--- src/rtl/sound_pkg.sv ---
// Shared definitions for the sound chip timing blocks: frame step masks,
// field widths and the frame-step decode helper.
package sound_pkg;

    localparam int SEQ_STEPS = 8;
    localparam int SEQ_W     = 3;
    localparam int PERIOD_W  = 3;

    // Bit n of each mask selects whether frame step n fires that tick.
    localparam logic [SEQ_STEPS-1:0] LEN_STEP_MASK   = 8'b0101_0101;
    localparam logic [SEQ_STEPS-1:0] SWEEP_STEP_MASK = 8'b0100_0100;
    localparam logic [SEQ_STEPS-1:0] ENV_STEP_MASK   = 8'b1000_0000;

    typedef struct packed {
        logic length;
        logic sweep;
        logic env;
    } frame_ticks_t;

    function automatic frame_ticks_t decode_step(input logic [SEQ_W-1:0] seq);
        frame_ticks_t t;
        t.length = LEN_STEP_MASK[seq];
        t.sweep  = SWEEP_STEP_MASK[seq];
        t.env    = ENV_STEP_MASK[seq];
        return t;
    endfunction

endpackage

--- src/rtl/env_divider.sv ---
// Per-channel envelope period divider: counts envelope frames and emits a
// one-cycle step pulse each time the programmed period elapses.
module env_divider
    import sound_pkg::*;
(
    input  logic                clk,
    input  logic                rst,
    input  logic                enable,
    input  logic                trigger,
    input  logic                frame,
    input  logic [PERIOD_W-1:0] period,
    output logic                step_pulse
);

    logic [PERIOD_W-1:0] count_q, count_d;
    logic                step_pulse_q, step_pulse_d;

    // NOTE: every variable gets a default before any branch so no latch is inferred.
    always_comb begin
        count_d      = count_q;
        step_pulse_d = 1'b0;
        if (!enable) begin
            count_d = '0;
        end else if (trigger) begin
            // A trigger reloads and swallows any envelope frame on the same edge.
            count_d = period;
        end else if (frame && period != '0) begin
            if (count_q <= PERIOD_W'(1)) begin
                step_pulse_d = 1'b1;
                count_d      = period;
            end else begin
                count_d = count_q - PERIOD_W'(1);
            end
        end
    end

    // NOTE: state registers use non-blocking assignments so all flops update together.
    always_ff @(posedge clk or posedge rst) begin
        if (rst) begin
            count_q      <= '0;
            step_pulse_q <= 1'b0;
        end else begin
            count_q      <= count_d;
            step_pulse_q <= step_pulse_d;
        end
    end

    assign step_pulse = step_pulse_q;

endmodule

--- src/rtl/frame_sequencer.sv ---
// Sound chip frame sequencer: divides the system clock to the frame rate,
// walks the 8-step sequence and issues length/sweep/envelope clock enables.
module frame_sequencer
    import sound_pkg::*;
#(
    parameter int DIV    = 8192,
    parameter int NUM_CH = 3
) (
    input  logic                         clk,
    input  logic                         rst,
    input  logic                         enable,
    input  logic [NUM_CH-1:0]            trigger,
    input  logic [PERIOD_W*NUM_CH-1:0]   env_period,
    output logic [SEQ_W-1:0]             step,
    output logic                         length_tick,
    output logic                         sweep_tick,
    output logic                         env_tick,
    output logic [NUM_CH-1:0]            env_step
);

    localparam int PRE_W = $clog2(DIV);

    logic [PRE_W-1:0] prescaler_q, prescaler_d;
    logic [SEQ_W-1:0] seq_q, seq_d;
    logic [SEQ_W-1:0] step_q, step_d;
    frame_ticks_t     ticks_q, ticks_d;
    logic             frame_edge;
    logic             env_frame;
    logic [NUM_CH-1:0] env_step_raw;

    assign frame_edge = enable && (prescaler_q == PRE_W'(DIV - 1));

    always_comb begin
        prescaler_d = prescaler_q + PRE_W'(1);
        seq_d       = seq_q;
        step_d      = step_q;
        ticks_d     = '0;
        if (!enable) begin
            prescaler_d = '0;
            seq_d       = '0;
            step_d      = '0;
        end else if (frame_edge) begin
            // Ticks and the reported step come from the pre-increment sequence value.
            prescaler_d = '0;
            seq_d       = seq_q + SEQ_W'(1);
            step_d      = seq_q;
            ticks_d     = decode_step(seq_q);
        end
    end

    always_ff @(posedge clk or posedge rst) begin
        if (rst) begin
            prescaler_q <= '0;
            seq_q       <= '0;
            step_q      <= '0;
            ticks_q     <= '0;
        end else begin
            prescaler_q <= prescaler_d;
            seq_q       <= seq_d;
            step_q      <= step_d;
            ticks_q     <= ticks_d;
        end
    end

    // Dividers see the envelope frame on the same edge env_tick registers high.
    assign env_frame = ticks_d.env;

    for (genvar ch = 0; ch < NUM_CH; ch++) begin : g_env_div
        env_divider u_env_divider (
            .clk        (clk),
            .rst        (rst),
            .enable     (enable),
            .trigger    (trigger[ch]),
            .frame      (env_frame),
            .period     (env_period[PERIOD_W*ch +: PERIOD_W]),
            .step_pulse (env_step_raw[ch])
        );
    end

    // Gating keeps every output quiet as soon as enable drops, not one edge later.
    assign step        = enable ? step_q : '0;
    assign length_tick = enable & ticks_q.length;
    assign sweep_tick  = enable & ticks_q.sweep;
    assign env_tick    = enable & ticks_q.env;
    assign env_step    = env_step_raw & {NUM_CH{enable}};

endmodule

--- config.mk ---
export PLATFORM = sky130hd
export DESIGN_NAME = frame_sequencer
export DESIGN_NICKNAME = d
export VERILOG_FILES = /design/src/rtl/sound_pkg.sv /design/src/rtl/env_divider.sv /design/src/rtl/frame_sequencer.sv
export SDC_FILE = /design/constraint.sdc
export NUM_CORES = 1
export LEC_CHECK = 0
export ABC_AREA = 0
export BUFFER_PORTS_ARGS = -buffer_cell sky130_fd_sc_hd__buf_2
export CAP_MARGIN = 20
export CORE_MARGIN = 4
export CORE_UTILIZATION = 55
export CTS_CLUSTER_DIAMETER = 60
export DETAILED_ROUTE_END_ITERATION = 12
export PLACE_DENSITY = 0.8
export RECOVER_POWER = 50
export SYNTH_ARGS = -nofsm -noshare
export SYNTH_HDL_FRONTEND = slang
export SYNTH_SLANG_ARGS = --single-unit
--- constraint.sdc ---
create_clock -name clk -period 4.3 [get_ports clk]
set_clock_uncertainty 0.15 [all_clocks]
set_input_delay 0.215 -clock clk [delete_from_list [all_inputs] [get_ports clk]]
set_output_delay 0.215 -clock clk [all_outputs]
set_load 0.02 [all_outputs]
Word level (Yosys, flattened, before mapping):

Memory sizes are Yosys's and may differ from the RTL's.
Index checks and enable logic that the tools add are counted.

* reductions and logical operators: 7
* equality and inequality tests: 5
* bitwise gates (word level): 4
* add/subtract/negate cells: 5
* mux-type cells: 36
* order comparisons: 4

Operator list (number)
* $mux W3: 19
* $mux W13: 2
* $mux W1: 15
* $add A13 B1 Y13 const B: 1
* $eq A13 B13 Y1 const B: 1
* $le A3 B1 Y1 const B: 3
* $ne A3 B2 Y1 const B: 3
* $reduce_bool A3 Y1: 3
* $sub A3 B1 Y3 const B: 3
* $logic_and A1 B1 Y1: 4
* $lt A3 B4 Y1 const B: 1
* $add A3 B1 Y3 const B: 1
* $and A1 B1 Y1: 3
* $and A3 B3 Y3: 1
* $ne A2 B1 Y1 const B: 1

* memories kept: 3
* input port bits: 15
* output and inout bits: 9
* word-level logic and storage cells: 76
* memory bits (read-only): 24
* bits in registers: 34

Memories
* (no name shown): depth 8, width 1, rd ports 1, clocked after memory_dff 0, wr ports 0, RTL line sound_pkg.sv:24 `t.env = ENV_STEP_MASK[seq];`
* (no name shown): depth 8, width 1, rd ports 1, clocked after memory_dff 0, wr ports 0, RTL line sound_pkg.sv:23 `t.sweep = SWEEP_STEP_MASK[seq];`
* (no name shown): depth 8, width 1, rd ports 1, clocked after memory_dff 0, wr ports 0, RTL line sound_pkg.sv:22 `t.length = LEN_STEP_MASK[seq];`

Depth between registers and ports, before layout:

* depth after elaboration: 8
* gate-level depth with buffers: 7
* depth with buffers taken out: 6

By module:

A second synthesis with hierarchy kept.

* cells, all modules: 202
* area, all modules: 1990.7 µm²

By module, submodules not included
* frame_sequencer: cells each 109, instances 1, sequential area each 550.5 µm², area an instance 1146.1 µm²
* env_divider: cells each 31, instances 3, sequential area each 100.1 µm², area an instance 281.5 µm²

Worst setup path after synthesis:

No wires, ideal clock.

* path type: reg2reg
* start: register prescaler_q[0]
* end: register g_env_div[2].u_env_divider.count_q[2]
* path slack: 2416 ps
* clock period less this slack: 1884 ps
* stages on the path, launching flop included: 7
* data arrival time: 1614 ps
* setup time: 120 ps
* buffers on the path: 1
* path through: dfrtp_1 ha_1 nand3_1 nor4_4 buf_6 a31oi_1 a31o_2

* word-level cells in the longest chain between the ends: 6

RTL lines
* start, declared: RTL line frame_sequencer.sv:23 `logic [PRE_W-1:0] prescaler_q, prescaler_d;`
* start signal, assigned: RTL line frame_sequencer.sv:58 `prescaler_q <= prescaler_d;`
* $eq A13 B13 Y1: RTL line frame_sequencer.sv:31 `assign frame_edge = enable && (prescaler_q == PRE_W'(DIV - 1));`
* $logic_and A1 B1 Y1: RTL line frame_sequencer.sv:31
* $mux W3: RTL line frame_sequencer.sv:42 `end else if (frame_edge) begin`
* $mux W3: RTL line frame_sequencer.sv:38 `if (!enable) begin`
* named net g_env_div[0].u_env_divider.frame: RTL line env_divider.sv:10 `input logic frame,`
* $logic_and A1 B1 Y1: RTL line env_divider.sv:27 `end else if (frame && period != '0) begin`
* $ne A3 B2 Y1 (no line)
* end signal, assigned: RTL line env_divider.sv:43 `count_q <= count_d;`
* end, declared: RTL line env_divider.sv:15 `logic [PERIOD_W-1:0] count_q, count_d;`

The timed path passes the listed nets, and every way through them passes these cells.
A chain may end at the register's enable or synchronous reset.

Worst setup path in the final report:

* start: register seq_q[0]
* end: register g_env_div[0].u_env_divider.count_q[1]

* word-level cells in the longest chain between the ends: 6

RTL lines
* start, declared: RTL line frame_sequencer.sv:24 `logic [SEQ_W-1:0] seq_q, seq_d;`
* start signal, assigned: RTL line frame_sequencer.sv:59 `seq_q <= seq_d;`
* $mem_v2 Z8 W1
* $mux W1 (not written as such): RTL line sound_pkg.sv:24
* $mux W3: RTL line frame_sequencer.sv:42
* $mux W3: RTL line frame_sequencer.sv:38
* $logic_and A1 B1 Y1: RTL line env_divider.sv:27
* $ne A3 B2 Y1 (no line)
* end signal, assigned: RTL line env_divider.sv:43
* end, declared: RTL line env_divider.sv:15

Every way passes these cells. The select of a mux whose other input is x is not followed.

==> impl_metrics.yaml <==
synth:
  synth_area_leaders: "dfrtp_1 (43%), ha_1 (5.7%), and2_1 (3.8%)"
  synth_flop_cell: "dfrtp_1"
  yosys.area.top_type_share: 0.433
  async_flop_share: 1.00
  synthesis.area_um2: 1960
  ys_ff_latch: 34
  synth_cell_types: 51
  yosys_warnings: 0
  synth_nets: 223
  synth_edf_count: 0
  synthCells: 199
  ys_seq_area_frac: 0.433
  synth_area_per_cell_um2: 9.86
  yosys.area.top_type: "dfrtp_1"
sta:
  period_share: 0.550
  fmax_mhz: 423
  finalSetupViolCount: 0
  maxSlewViolCount: 35
  rsz0062_at_grt: "false"
  tns_ns: 0
  fin_crit_ns: 2.36
  worst_pin_slew_ns: 1.79
  max-slew-margin-rel: -0.195
  holdWs_ns: 0.0213
  hold_viol_final: 0
clocking:
  holdBufCountCts: 3
  cts.sinks: 34
  cts_resized: 0
  cts.htree.levels: 2
  tritoncts: "done"
  clk_pin_slew_worst_paths_ns: 0.11
  clock_latency_ns: 0.34
  postCtsSetupRepairBufs: 0
  numCtsBuffers: 5
  clock-root-buffer: "clkbuf_4"
  cts_max_path_buffers: 2
setup_path:
  crit_path_start_kind: "flip-flop"
  cp_cell_sequence: "ha_1, ha_1, nand3_1, nor4_4, a2111oi_0, a31o_2"
  crit_path_frequent_cell: "ha_1"
  max_stage_delay_ns: 0.73
  cp_slowest_cell: "nor4_4"
  path_buf_inv: 0
  required_ns: 4.40
  path_delay_family: "simple AND/OR/NAND/NOR gates"
  path_class: "flip-flop to flip-flop"
  end_kind: "flip-flop"
  cp_max_fo: 18
  arrival_ns: 2.46
route:
  vias: 1563
  dr.pass1.iters: 4
  wl_per_cell_um: 14.0
  drt_iter0_drc: 127
  totalWireLength_um: 3800
  vias_per_cell: 5.77
  ant_nets: 0
  drc: 0
global_route:
  grt-busiest-layer: "met2"
  grt_overflow: 0
  grt_pass1_wl_um: 6500
  track_usage: 0.192
  grt_pass1_vias: 1461
  gr-usage-met1: 0.243
  antenna_found_initial: 0
  grt_max_degree: 35
  met2_usage: 0.318
  met3_usage: 0.0399
die:
  start_util: 0.579
  design.die.area_um2: 4590
  num_io_pins: 24
  rows: 21
  coreArea_um2: 3390
  die_h_um: 67.7
  die_x_um: 67.7
worst_hold_path:
  min_path_type: "input port to flip-flop"
power:
  p_total_uw: 594
  p_leak_uw: 0.00103
  peakVddDrop_v: 0.000174
  combPwrFrac: 0.140
  p_sw_frac: 0.265
  seq_power_share: 0.566
  intPower_uw: 436
  p_switching_uw: 158
  clkPwrFrac: 0.294
  powerDensity_nw_per_um2: 273
cells_and_area:
  final_layout_size_suffix_gt1_frac: 0.164
  final_nets: 250
  syn_to_final_growth_pct: 11.0
  final_area_um2: 2180
  fillers: 275
  stdcell_count: 271
  n_antenna_cell: 0
place:
  gp_congestion: 0.824
  placed_area_um2: 2110
  dpl.hpwl_um: 2640
  dp_cells: 262
  port_buffers: 23
job:
  maxCapViolCount: 1
status:
  violations: "max-capacitance violations, max-slew violations"
  status: "finished, violations left"
worst paths after layout:
check                                         start                                           endpoint  slack [ns]  cells after the start
hold / removal                        env_period[6]  g_env_div[2].u_env_divider.count_q[0]$_DFFE_PP0P_        0.02                      3
setup / recovery               seq_q[0]$_DFFE_PP0P_  g_env_div[0].u_env_divider.count_q[1]$_DFFE_PP0P_        1.94                      6
hold reg to reg            prescaler_q[0]$_DFF_PP0_                           prescaler_q[0]$_DFF_PP0_        0.33                      1
setup reg to reg               seq_q[0]$_DFFE_PP0P_  g_env_div[0].u_env_divider.count_q[1]$_DFFE_PP0P_        1.94                      6
min in group asynchronous                       rst    g_env_div[0].u_env_divider.step_pulse$_DFF_PP0_        0.89                      4
max in group asynchronous                       rst                               seq_q[1]$_DFFE_PP0P_        2.07                      4
final cells by class:
class | instances | area [um2] | share of cell area
tap | 46 | 57.6 | 0.0264
clock buffer | 6 | 51.3 | 0.0235
multi-input combinational | 142 | 1020 | 0.466
timing repair buffer | 27 | 144 | 0.0660
sequential | 34 | 851 | 0.390
inverter | 16 | 60.1 | 0.0276
flip-flops by register name (all words and copies together) (netlist names):
register and count:
seq_q 3, ticks_q 3, step_q 3, prescaler_q 13
g_env_div.u_env_divider.step_pulse 3, g_env_div.u_env_divider.count_q 9
through the flow:
step                      worst slack, ns   util
after floorplan                      2.42      -
after global placement               2.02  0.622
after detailed placement             1.94  0.622
after CTS                            1.96  0.646
after global routing                 1.72  0.643
final                                1.94  0.643
synth_stat cells (2+ instances only):
cell       n
dfrtp_1   34
nor2_1    18
inv_1     16
and2_1    12
nand3_1   12
nand2_1   11
ha_1       9
xor2_1     7
a22o_1     5
a31oi_1    4
mux2i_1    4
nand4_1    4
o21ai_0    4
or3_1      4
xnor2_1    4
a31o_2     3
and4_1     3
clkbuf_1   3
a211oi_2   2
a21o_1     2
a21o_2     2
a21oi_1    2
a311oi_1   2
buf_2      2
nor2b_1    2
nor3_1     2
o21bai_1   2
layout by cell type, fill, tap and decap left out, drive strengths merged, types with 2 or more instances in the layout:
| master | count |
|---|---|
| o311ai | 2 |
| a22o | 5 |
| nand4 | 5 |
| inv | 16 |
| a21o | 4 |
| nand3 | 12 |
| nor2b | 2 |
| nand2 | 11 |
| a31oi | 4 |
| o21ai | 5 |
| o21bai | 2 |
| dfrtp | 34 |
| or3 | 4 |
| nor4 | 3 |
| a21oi | 2 |
| a211oi | 3 |
| nor3 | 2 |
| buf | 19 |
| clkbuf | 11 |
| and2 | 12 |
| a311oi | 3 |
| ha | 9 |
| dlygate4sd3 | 3 |
| nor2 | 18 |
| mux2i | 4 |
| xor2 | 7 |
| a31o | 4 |
| xnor2 | 4 |
| and4 | 3 |
layer usage:
metal | up-vias | wire, um
met5 | - | 0
met4 | 0 | 62
met3 | 6 | 150
met2 | 23 | 1820
met1 | 768 | 1770
li1 | 766 | -
worst register-to-register path, stage by stage (launching register included):
cell and delay, ns:
dfrtp_1 0.42, ha_1 0.18, ha_1 0.15, nand3_1 0.15, nor4_4 0.73, a2111oi_0 0.24
a31o_2 0.25
cells by family after synthesis:
group / after synthesis / share of synthesized area
AND/OR/NAND/NOR: 75 / 0.213
AO/OA/AOI/OAI: 43 / 0.178
flip-flops: 34 / 0.433
buffers and inverters: 23 / 0.0491
XOR/XNOR: 11 / 0.0491
adder cells (fa/ha/maj): 9 / 0.0574
multiplexers: 4 / 0.0204
power by group through the flow:
stage	logic, uW	clock network (uW)	registers (uW)
final	83.3	174	336
after global routing	95.0	193	338
after CTS	83.6	178	336
after detailed placement	81.2	0	342
after global placement	80.0	0	342
after floorplan	59.6	0	341
Note: power is estimated with default switching activity, not from simulation.
